<file path="src/rtl/bcd_downcount_timer.sv">
// Multi-digit BCD down-counter/timer with preset load, expiry pulse and optional
// periodic auto-reload. Borrows ripple digit-wise so Q always holds valid BCD.
module bcd_downcount_timer #(
  parameter int DIGITS = 2,
  parameter bit WRAP   = 1'b0
) (
  input  logic                  clk,
  input  logic                  rst,
  input  logic                  load,
  input  logic [4*DIGITS-1:0]   load_val,
  input  logic                  en,
  output logic [4*DIGITS-1:0]   Q,
  output logic                  zero,
  output logic                  busy,
  output logic                  done,
  output logic                  load_err
);

  localparam int W = 4 * DIGITS;
  localparam logic [W-1:0] ZERO_V = {W{1'b0}};
  localparam logic [W-1:0] ONE_V  = {{(W-1){1'b0}}, 1'b1};

  typedef enum logic [0:0] {IDLE = 1'b0, RUN = 1'b1} state_t;

  state_t         state_r, state_s;
  logic [W-1:0]   q_r, q_s;
  logic [W-1:0]   preset_r, preset_s;
  logic           busy_r, done_r, done_s, load_err_r, load_err_s;

  function automatic logic is_bcd(input logic [W-1:0] v);
    logic ok;
    ok = 1'b1;
    for (int i = 0; i < DIGITS; i++) begin
      if (v[4*i +: 4] > 4'd9) begin
        ok = 1'b0;
      end else begin
        ok = ok;
      end
    end
    return ok;
  endfunction

  // Borrow ripples from digit 0 upward; a 0 digit under borrow becomes 9.
  function automatic logic [W-1:0] bcd_dec(input logic [W-1:0] v);
    logic [W-1:0] r;
    logic         borrow;
    logic [3:0]   d;
    r      = v;
    borrow = 1'b1;
    for (int i = 0; i < DIGITS; i++) begin
      d = v[4*i +: 4];
      if (borrow) begin
        if (d == 4'd0) begin
          r[4*i +: 4] = 4'd9;
          borrow      = 1'b1;
        end else begin
          r[4*i +: 4] = d - 4'd1;
          borrow      = 1'b0;
        end
      end else begin
        r[4*i +: 4] = d;
      end
    end
    return r;
  endfunction

  // Next-state, next-count and pulse generation with load taking priority over en.
  always_comb begin
    state_s    = state_r;
    q_s        = q_r;
    preset_s   = preset_r;
    done_s     = 1'b0;
    load_err_s = 1'b0;
    if (load) begin
      if (!is_bcd(load_val)) begin
        load_err_s = 1'b1;
      end else if (load_val == ZERO_V) begin
        q_s     = ZERO_V;
        state_s = IDLE;
      end else begin
        q_s      = load_val;
        preset_s = load_val;
        state_s  = RUN;
      end
    end else begin
      case (state_r)
        IDLE: begin
          q_s = q_r;
        end
        RUN: begin
          if (en) begin
            if (q_r == ONE_V) begin
              done_s = 1'b1;
              if (WRAP) begin
                q_s = preset_r;
              end else begin
                q_s     = ZERO_V;
                state_s = IDLE;
              end
            end else begin
              q_s = bcd_dec(q_r);
            end
          end else begin
            q_s = q_r;
          end
        end
        default: begin
          q_s     = ZERO_V;
          state_s = IDLE;
        end
      endcase
    end
  end

  // State, count, preset and registered status outputs.
  always_ff @(posedge clk) begin
    if (rst) begin
      state_r    <= IDLE;
      q_r        <= ZERO_V;
      preset_r   <= ZERO_V;
      busy_r     <= 1'b0;
      done_r     <= 1'b0;
      load_err_r <= 1'b0;
    end else begin
      state_r    <= state_s;
      q_r        <= q_s;
      preset_r   <= preset_s;
      busy_r     <= (state_s == RUN);
      done_r     <= done_s;
      load_err_r <= load_err_s;
    end
  end

  assign Q        = q_r;
  assign zero     = (q_r == ZERO_V);
  assign busy     = busy_r;
  assign done     = done_r;
  assign load_err = load_err_r;

endmodule

</file>
<file path="config.mk">
export PLATFORM = sky130hd
export DESIGN_NAME = bcd_downcount_timer
export DESIGN_NICKNAME = d
export VERILOG_FILES = /design/src/rtl/bcd_downcount_timer.sv
export SDC_FILE = /design/constraint.sdc
export NUM_CORES = 1
export LEC_CHECK = 0
export CORE_MARGIN = 10
export CORE_UTILIZATION = 44
export CTS_CLUSTER_DIAMETER = 60
export CTS_CLUSTER_SIZE = 20
export DETAILED_ROUTE_END_ITERATION = 8
export GPL_ROUTABILITY_DRIVEN = 0
export GPL_TIMING_DRIVEN = 0
export PLACE_DENSITY = 0.77
export SYNTH_ARGS = -nofsm -noshare
export SYNTH_HDL_FRONTEND = slang
export SYNTH_SLANG_ARGS = --single-unit
</file>
<file path="constraint.sdc">
create_clock -name clk -period 1.7 [get_ports clk]
set_input_delay 0.34 -clock clk [delete_from_list [all_inputs] [get_ports clk]]
set_output_delay 0.34 -clock clk [all_outputs]
set_load 0.05 [all_outputs]
</file>
; After elaboration in Yosys (flattened, before gate mapping)
; Cells that the tools add are included.
; W data, S select, Z words.
[op_classes]
add_sub_neg = 2
order_cmp = 2
n_eq_ne = 5
n_mux = 25
bitwise_logic = 3
reduce_logical = 8
[ops]
columns = cell, count
row1 = $mux W8, 6
row2 = $logic_not A8 Y1, 2
row3 = $mux W1, 16
row4 = $mux W4, 3
row5 = $eq A8 B1 Y1 const B, 1
row6 = $gt A4 B4 Y1 const B, 2
row7 = $logic_not A4 Y1, 2
row8 = $sub A4 B1 Y4 const B, 2
row9 = $ne A4 B2 Y1 const B, 1
row10 = $reduce_and A4 Y1, 1
row11 = $reduce_or A4 Y1, 1
row12 = $ne A3 B3 Y1 const B, 1
row13 = $not A1 Y1, 3
row14 = $reduce_and A3 Y1, 1
row15 = $ne A2 B1 Y1 const B, 1
row16 = $ne A2 B2 Y1 const B, 1
row17 = $reduce_or A2 Y1, 1
[word_totals]
ff_bits = 11
out_inout_bits = 12

; Longest topological paths before layout
[logic_depth]
word_depth = 11
mapped_depth = 6

; Worst setup path before layout
; OpenSTA, ideal clock, no wires.
[synth_path]
path_kind = reg2out
startpoint = register q_r[4] (netlist: Q[4])
endpoint = output port zero
arrival_ps = 1627
t_required_ps = 1360
path_slack_ps = -267
path_stages_with_launch = 5
n_path_buf = 0
path_cell_list = dfxtp_1 > inv_1 > ha_1 > nor3b_2 > and2_1
[synth_via]
elab_chain_cells = 1
[synth_rtl]
columns = item, line
row1 = start: declaration, 26  ; logic [W-1:0] q_r, q_s;
row2 = start signal: assignment, 126  ; q_r <= q_s;
row3 = $logic_not A8 Y1, 135  ; assign zero = (q_r == ZERO_V);
row4 = end: declaration, 13  ; output logic zero,
; No other way between the ends.

; Final worst setup path
[layout_path]
startpoint = register q_r[2] (netlist: Q[2])
endpoint = output port zero
; Same word-level chain as after synthesis.

==> reports/metrics.json <==
{
  "num_io_pins": 24,
  "synth.distinct_cells": 36,
  "layout.cells.most_common": "sky130_fd_sc_hd__a21oi_1",
  "layout_worst_path_cycle_share_pct": 101,
  "ys_warn_count": 0,
  "critPathMaxFanout": 8,
  "final_util_pct": 73.4,
  "rrSetupSlack_ps": 20,
  "critical_path.endpoint": "zero",
  "initialDrtViolationCount": 35,
  "dr_wl_met3_um": 212,
  "max_slew_violations": 0,
  "synth.avg_cell_area_um2": 8.28,
  "critPathLaunchType": "flop",
  "headroom_to_the_max_slew_limit_pct": 64.9,
  "post-place-ws_ps": -703,
  "ys_dominant_reg_cell": "sky130_fd_sc_hd__dfxtp_1",
  "drc": 0,
  "endpoint_kind": "primary output",
  "post_route_cells_drive_above_1_share_pct": 28.0,
  "outcome": "finished with violations",
  "r2r_start": "Q[5]",
  "post-synth-top-area-cell": "sky130_fd_sc_hd__dfxtp_1",
  "synth_enable_flop_cells": 0,
  "floorplan.die.height_um": 60.9,
  "drt_first_pass_iters": 4,
  "fp-row-count": 14,
  "wire_length_of_the_first_global_routing_pass_um": 3650,
  "cts-buffers-inserted": 3,
  "total_power_uw": 957,
  "die-width_um": 60.9,
  "groute.usage.overall_pct": 12.8,
  "crit_buf_inv": 2,
  "fin_nets": 140,
  "hpwlAfterDp_um": 1690,
  "worstPathArrival_ps": 1380,
  "final_hold_violation_count": 0,
  "cts_tree": "yes",
  "gr-total-overflow": 0,
  "p_leak_nw": 0.460,
  "wl_met1_um": 1100,
  "port_buffers": 23,
  "synth.top_cell.area_share_pct": 29.9,
  "dr.max_layer_used": "met4",
  "path_depth": 4,
  "setup_violations": 1,
  "finalWorstSetupSlack_ps": -17.4,
  "cp-startpoint": "Q[2]",
  "path_cells": "buf_6 > nor4_4 > and2_4 > buf_8",
  "vias_in_the_first_global_route": 777,
  "clock.fmax_mhz": 582,
  "routed_wire_length_per_instance_um": 18.6,
  "cp_data_required_time_ps": 1360,
  "dieArea_um2": 3710,
  "antenna_left": 0,
  "finalWorstPathRequiredPeriod_ps": 1720,
  "routed_wirelength_um": 2620,
  "initial_antenna_violation_count": 0,
  "areaGrowthSynthToFinish_pct": 53.5,
  "worst_path_max_delay_cell": "sky130_fd_sc_hd__dfxtp_1",
  "violations": "negative setup slack",
  "critPathMaxStageDelay_ps": 330,
  "rr_worst_depth": 7,
  "clockRootBuffer": "sky130_fd_sc_hd__clkbuf_4",
  "hp-start": "busy",
  "synthesis.area_um2": 737,
  "grt_max_degree": 11,
  "detailroute.wirelength.met2_um": 1220,
  "cp_top_family": "simple AND/OR/NAND/NOR gates",
  "core_um2": 1540,
  "via_count_of_the_routed_design": 881,
  "start_util_pct": 47.8,
  "clk_lat_worst_skew_ps": 280,
  "synth.top_cells.by_area": "sky130_fd_sc_hd__dfxtp_1 (30%), sky130_fd_sc_hd__a21oi_1 (7.5%), sky130_fd_sc_hd__o211ai_1 (7.1%)",
  "drv_cap": 0,
  "n_antenna_cell": 0,
  "worst_pin_slew_ps": 527,
  "rsz0062_at_grt": "yes",
  "worst_setup_hold_path_clk_slew_ps": 90,
  "synth_nets": 103,
  "max-vdd-ir-drop_mv": 0.658,
  "clock_sinks": 11,
  "routed_via_density": 6.25,
  "min-delay-path-class": "reg2reg",
  "yosys_register_bits": 11,
  "ys_seq_area_share_pct": 29.9,
  "finalHoldWorstSlack_ps": 550,
  "htreeDepth": 1,
  "fin_skew_ps": 12.0,
  "cts-hold-fix-buffers": 0,
  "post_synth_inst_count": 89,
  "tns_ps": -17.4,
  "max-clock-path-buffers": 2,
  "worstSetupPathType": "reg2out",
  "layout.cells.most_common_list": "sky130_fd_sc_hd__a21oi_1 (11), sky130_fd_sc_hd__buf_4 (10), sky130_fd_sc_hd__nand2_1 (9), sky130_fd_sc_hd__clkdlybuf4s50_1 (9)",
  "synth-async-reset-ratio_pct": 0,
  "crit-reg2reg-capture": "Q[5]",
  "power_density_nw_per_um2": 846
}
==> through the flow <==
stage               cell area [um2]  instances
floorplan                       743         89
global placement                993        128
detailed placement              993        128
CTS                            1020        133
global route                   1130        141
finish                         1130        141
==> cell type report <==
class                      instances  area (um2)
tap                               16        20.0
fill                             127         410
multi-input combinational         71         515
clock buffer                       4        26.3
inverter                           3        16.3
sequential                        11         229
buffer                             4        36.3
timing repair buffer              32         288
==> logic make-up after synthesis <==
logic type	count (synthesis)	synth area share, %
simple gates	34	28.2
flops	11	29.9
buf+inv	7	6.45
compound gates	35	32.1
fa+ha+maj	2	3.40
==> per-layer routing <==
metal / GRT usage, % / up-vias
met5: 0 / -
met4: 3.76 / 0
met3: 4.80 / 12
met2: 19.9 / 46
met1: 15.9 / 409
li1: - / 414
==> power by group <==
| part | internal (mW) | total (mW) | switching (mW) |
|---|---|---|---|
| logic | 0.194 | 0.446 | 0.252 |
| clock network | 0.0908 | 0.193 | 0.103 |
| registers | 0.280 | 0.318 | 0.0374 |
| total | 0.565 | 0.957 | 0.392 |
==> worst min path at each step <==
stage          endpoint  cells after the start  slack [ps]
3_3_place_gp       busy                      2         510
3_5_place_dp       busy                      2         520
4_1_cts            busy                      2         530
2_1_floorplan      Q[7]                      1         410
5_1_grt            Q[1]                      2         580
6_report           busy                      2         550
==> flip-flops by register name (all words and copies together) (netlist names) <==
signal and count:
Q 8, busy 1, done 1, load_err 1
==> synthesized netlist by cell type (all sizes together) (2+ instances only) <==
master and count:
inv 2, dfxtp 11, buf 2, nor4b 2, nand2b 3, clkbuf 2, nand2 9, ha 2
a311oi 2, o211ai 7, and2 2, a211oi 3, a211o 2, nor4 3, nor2 3, a21oi 11
nand3 4, o21ai 4, nor3 3
==> worst min-delay path: cells and delay by family, from the launching register on <==
family           cells  cell delay [ps]
AO/OA/AOI/OAI        1               60
flip-flops           1              360
AND/OR/NAND/NOR      1               80
==> repair_timing <==
item,4_1_cts,5_1_grt
buffers inserted,1,8
gates resized for setup,19,21
pin swaps,0,6
endpoints found under the setup margin,15,10
No activity file was read; power rests on OpenSTA's default activity.
==> edit 1 (same settings) <==
Make the reset (`rst`) asynchronous in one clocked block.
--- a/src/rtl/bcd_downcount_timer.sv
+++ b/src/rtl/bcd_downcount_timer.sv
@@ -113,7 +113,7 @@
   end
 
   // State, count, preset and registered status outputs.
-  always_ff @(posedge clk) begin
+  always_ff @(posedge clk or posedge rst) begin
     if (rst) begin
       state_r    <= IDLE;
       q_r        <= ZERO_V;
Behaviour: differs if rst is asserted again (counterexample within 4 cycles, from zero or initial values and one cycle with rst high); with rst held inactive, the same outputs for 10 cycles.
==> edit 1 against the original RTL <==
  * The run still ends with negative setup slack left
  * Synthesized area up 4.9%
  * Worst setup slack worse by 0.21 ns
  * Wire length fell by 3.7%
  * Critical path depth up 1
  * Clock skew fell by 0.0037 ns
  * Hold slack lost 0.20 ns
  * Sequential cell count did not move
  * Cell area increased by 11%
  * Largest cell class unchanged
Power is not compared: it rests on default switching activity, and its combinational part moved more than twofold at a synthesized area within 25%.
==> edit 1: results (changes against the original RTL) <==
status finished with violations; final wirelength 2.520 mm (-3.7%); placed instance area 1055 sq um (+6.2%); r2r startpoint Q[0]$_DFFE_PP0P_; first-pass GRT wire length 3.843 mm (+5.3%); most common library cells after synthesis 11 x dfrtp_1, 9 x inv_1, 8 x nand2_1; Compound-Gate Fraction of Synth Area 0.2605 (-0.06037); Post-DP HPWL 1.687 mm (-0.19%); max incr delay on CP 0.45 ns (+0.12 ns); path category of the worst min-delay check input port to asynchronous set/reset pin; failing checks negative setup slack; vias in the first global route 802 (+3.2%); met1 usage 0.1627 (+0.003725); GRT Resource Usage Total 0.1324 (+0.004741); Max FO, Critical Path 4 (-4); maximum vdd ir drop 0.9053 mV; layout cell share with drive strength beyond 1 0.3769 (+0.09692); Synth cell types 39 (+8.3%); Top FF cell, synth dfrtp_1; R2R cell count 6 (-1); Async SR Flop Fraction 1.000 (+1.000); Fill cells 128 (+0.79%); mux share of post-synthesis cell area 0.05987 (+0.05987); met2 routed wirelength 1.163 mm (-5.0%); r2r endpoint Q[7]$_DFFE_PP0P_; GRT met2 Usage 0.2167 (+0.01727); slowest CP cell dfrtp_2; skew final 0.008276 ns (-0.003727 ns); dpl ws -0.7168 ns (-0.01388 ns); Iteration-0 DRC Markers 45 (+29%); Slew @ Worst Pin 0.5014 ns (-0.02587 ns); sequential-to-total area share from yosys stat 0.3560 (+0.05718); Synth area leaders dfrtp_1 36%, ha_1 6.5%, inv_1 4.4%; smallest hold slack 0.3516 ns (-0.1986 ns); n_diodes 0 (unchanged); met3 Use GR 0.04065 (-0.007366); Post-Synth Adder-Cell Area 0.06472 (+0.03077); Avg Vias per Cell 5.959 (-4.6%); Met1 Wirelength 1.086 mm (-0.91%); Wirelength per Cell 17.14 um (-7.6%); final worst slack -0.2262 ns (-0.2088 ns); syn_nets 102 (-0.97%); Synth Instances 86 (-3.4%); Setup Viol. Count Final 5 (+4); Worst-path clk slew 0.09 ns (about the same); met3 routed WL 240 um (+13%)
edit 1: worst max-delay path, delay by kind of cell, from the launching register on:
family / cells / cell delay [ns]
adders and majority gates: 1 / 0.12
and+or+nand+nor: 2 / 0.52
buffers and inverters: 2 / 0.22
DFF: 1 / 0.45
edit 1: layout make-up:
cell class	instances	area, sq um	share of cell area
clock buffers	4	26.28	0.02087
inverters	10	41.29	0.03280
repair buffers	40	351.6	0.2793
flip-flops and latches	11	280.3	0.2227
multi-input cells	63	521.8	0.4145
plain buffers	2	16.27	0.01292
well taps	17	21.27	0.01690
edit 1: repair_timing:
item                                    4_1_cts  5_1_grt
endpoints found under the setup margin       20        9
resized for setup                            27       14
setup buffers                                 9        8
pin swaps                                     5        6
edit 1: kinds of logic (layout without fill, tap and decap cells):
logic type / Yosys count / after routing
compound gates: 26 / 26
mux: 4 / 4
simple gates: 29 / 29
fa+ha+maj: 4 / 4
flops: 11 / 11
buf+inv: 12 / 56
==> edit 2 (same flow settings) <==
Made on the original files. Change the parameter `WRAP` from 1'b0 to 1'b1.
--- a/src/rtl/bcd_downcount_timer.sv
+++ b/src/rtl/bcd_downcount_timer.sv
@@ -2,7 +2,7 @@
 // periodic auto-reload. Borrows ripple digit-wise so Q always holds valid BCD.
 module bcd_downcount_timer #(
   parameter int DIGITS = 2,
-  parameter bit WRAP   = 1'b0
+  parameter bit WRAP   = 1'b1
 ) (
   input  logic                  clk,
   input  logic                  rst,
Function: changed (a bounded check fails within 4 cycles, from zero or initial values and one cycle with rst high).
==> edit 2 against the original RTL <==
  * Die area up 29%
  * Largest cell class unchanged
  * Synthesized area increased by 44%
  * Total power is 22% higher
  * Clock power grew 23%
  * Worst setup slack gained 0.034 ns
  * Wire length up 24%
  * Sequential cell count up 8
  * Cell area increased by 32%
  * First-iteration DRC count rose by 91%
  * Highest routed layer unchanged
  * Core utilization is 7.0 points lower
  * Clock skew decreased by 0.0092 ns
==> edit 2: results (changes against the original RTL) <==
status completed; path category of the worst min-delay check input port to flop; GRT met2 Usage 0.2117 (+0.01228); slowest CP cell dfxtp_4; largest net degree at the start of global routing 11 (unchanged); n_diodes 0 (unchanged); pwr/cell area 776.8 nW/um^2 (-8.2%); met3 routed WL 241 um (+14%); syn_nets 135 (+31%); vias in the first global route 1072 (+38%); Worst-path clk slew 0.11 ns (+0.02 ns); CP delay by family, top simple AND/OR/NAND/NOR gates; Fill cells 203 (+60%); Synth cell types 43 (+19%); Leak Pwr 0.5498 nW (+20%); non-filler cells, final 181 (+28%); met1 usage 0.1541 (-0.004918); root buf cell clkbuf_4; initial antenna violation count 0 (unchanged); Synth area leaders dfxtp_1 36%, o21ai_0 6.6%, a21oi_1 6.1%; H-tree depth 1 (unchanged); maximum vdd ir drop 0.5495 mV (-16%); first-pass GRT wire length 5.299 mm (+45%); Syn Area/Cell 8.636 sq um (+4.3%); GRT Resource Usage Total 0.1276 (about the same); sw power 0.0004254 W (+8.6%); Max FO, Critical Path 2 (-6); Avg Vias per Cell 6.354 (+1.7%); sequential-to-total area share from yosys stat 0.3581 (+0.05926); TritonCTS Buffers 3 (unchanged); Critical Path AT 1.34 ns (-0.04 ns); max layer used met4; PortBufs 22 (-4.3%); Post-DP HPWL 2.214 mm (+31%); Wirelength per Cell 17.98 um (-3.1%); max incr delay on CP 0.37 ns (+0.04 ns); CTS Buffer Depth 2 (unchanged); most common library cells after synthesis 19 x dfxtp_1, 14 x o21ai_0, 13 x a21oi_1; Iteration-0 DRC Markers 67 (+91%); dpl ws -0.7112 ns (-0.008268 ns); Clk Latency, worst-skew pair 0.30 ns (+0.02 ns); share of total power in combinational logic 0.358 (-0.108); Worst slew margin 0.6694 (+0.02084); skew final 0.002760 ns (-0.009243 ns); met3 Use GR 0.01569 (-0.03232); dpl cells 173 (+35%); Met1 Wirelength 1.342 mm (+22%); sequential power 0.000509 W (+60%); DRT Pass-1 Iters 4 (unchanged); layout cell share with drive strength beyond 1 0.2941 (+0.01412); met2 routed wirelength 1.573 mm (+29%)
==> edit 2: cell count changes after synthesis, moves of 3 or more <==
cell	delta
nand2b_1	-3
clkbuf_1	+4
o41ai_2	+3
dfxtp_1	+8
nor2_1	+3
o21ai_0	+10
o211ai_1	-4
==> edit 2: cell type report <==
type                       instances  area, sq um  share of cell area
multi-input combinational         91        714.4              0.4770
timing repair buffer              30        279.0              0.1863
tap                               28        35.03             0.02339
clock buffer                       4        26.28             0.01754
sequential                        19        404.1              0.2698
buffer                             3        15.01             0.01003
inverter                           6        23.77             0.01587
==> edit 2: what timing repair did <==
action	in CTS	in global routing
endpoints found under the setup margin	30	14
cloned	0	1
pin swaps	3	4
resized for setup	38	13
buffers inserted	4	4
==> edit 2: per-stage QoR <==
step	instance area [sq um]	setup TNS (ns)
after global placement	1351	-9.423
after global routing	1498	-0.1023
after floorplan	1096	-0.1478
after CTS	1454	-0.1397
final	1498	0
after detailed placement	1351	-10.23
==> edit 2: path summary, 6_finish.rpt <==
path | from | end | slack, ns | cells after the start
setup / recovery | Q[7]$_SDFFE_PP0P_ | zero | 0.02 | 3
hold / removal | load_val[7] | preset_r[7]$_SDFFE_PP0P_ | 0.40 | 3
setup reg to reg | Q[7]$_SDFFE_PP0P_ | Q[4]$_SDFFE_PP0P_ | 0.05 | 5
hold reg to reg | preset_r[7]$_SDFFE_PP0P_ | preset_r[7]$_SDFFE_PP0P_ | 0.49 | 2
==> edit 2: cells by family after synthesis <==
logic type             share of synthesized area
AO/OA/AOI/OAI                             0.3428
buffers and inverters                    0.06478
multiplexers                             0.01060
XOR/XNOR                                0.008247
flip-flops                                0.3581
AND/OR/NAND/NOR                           0.2156
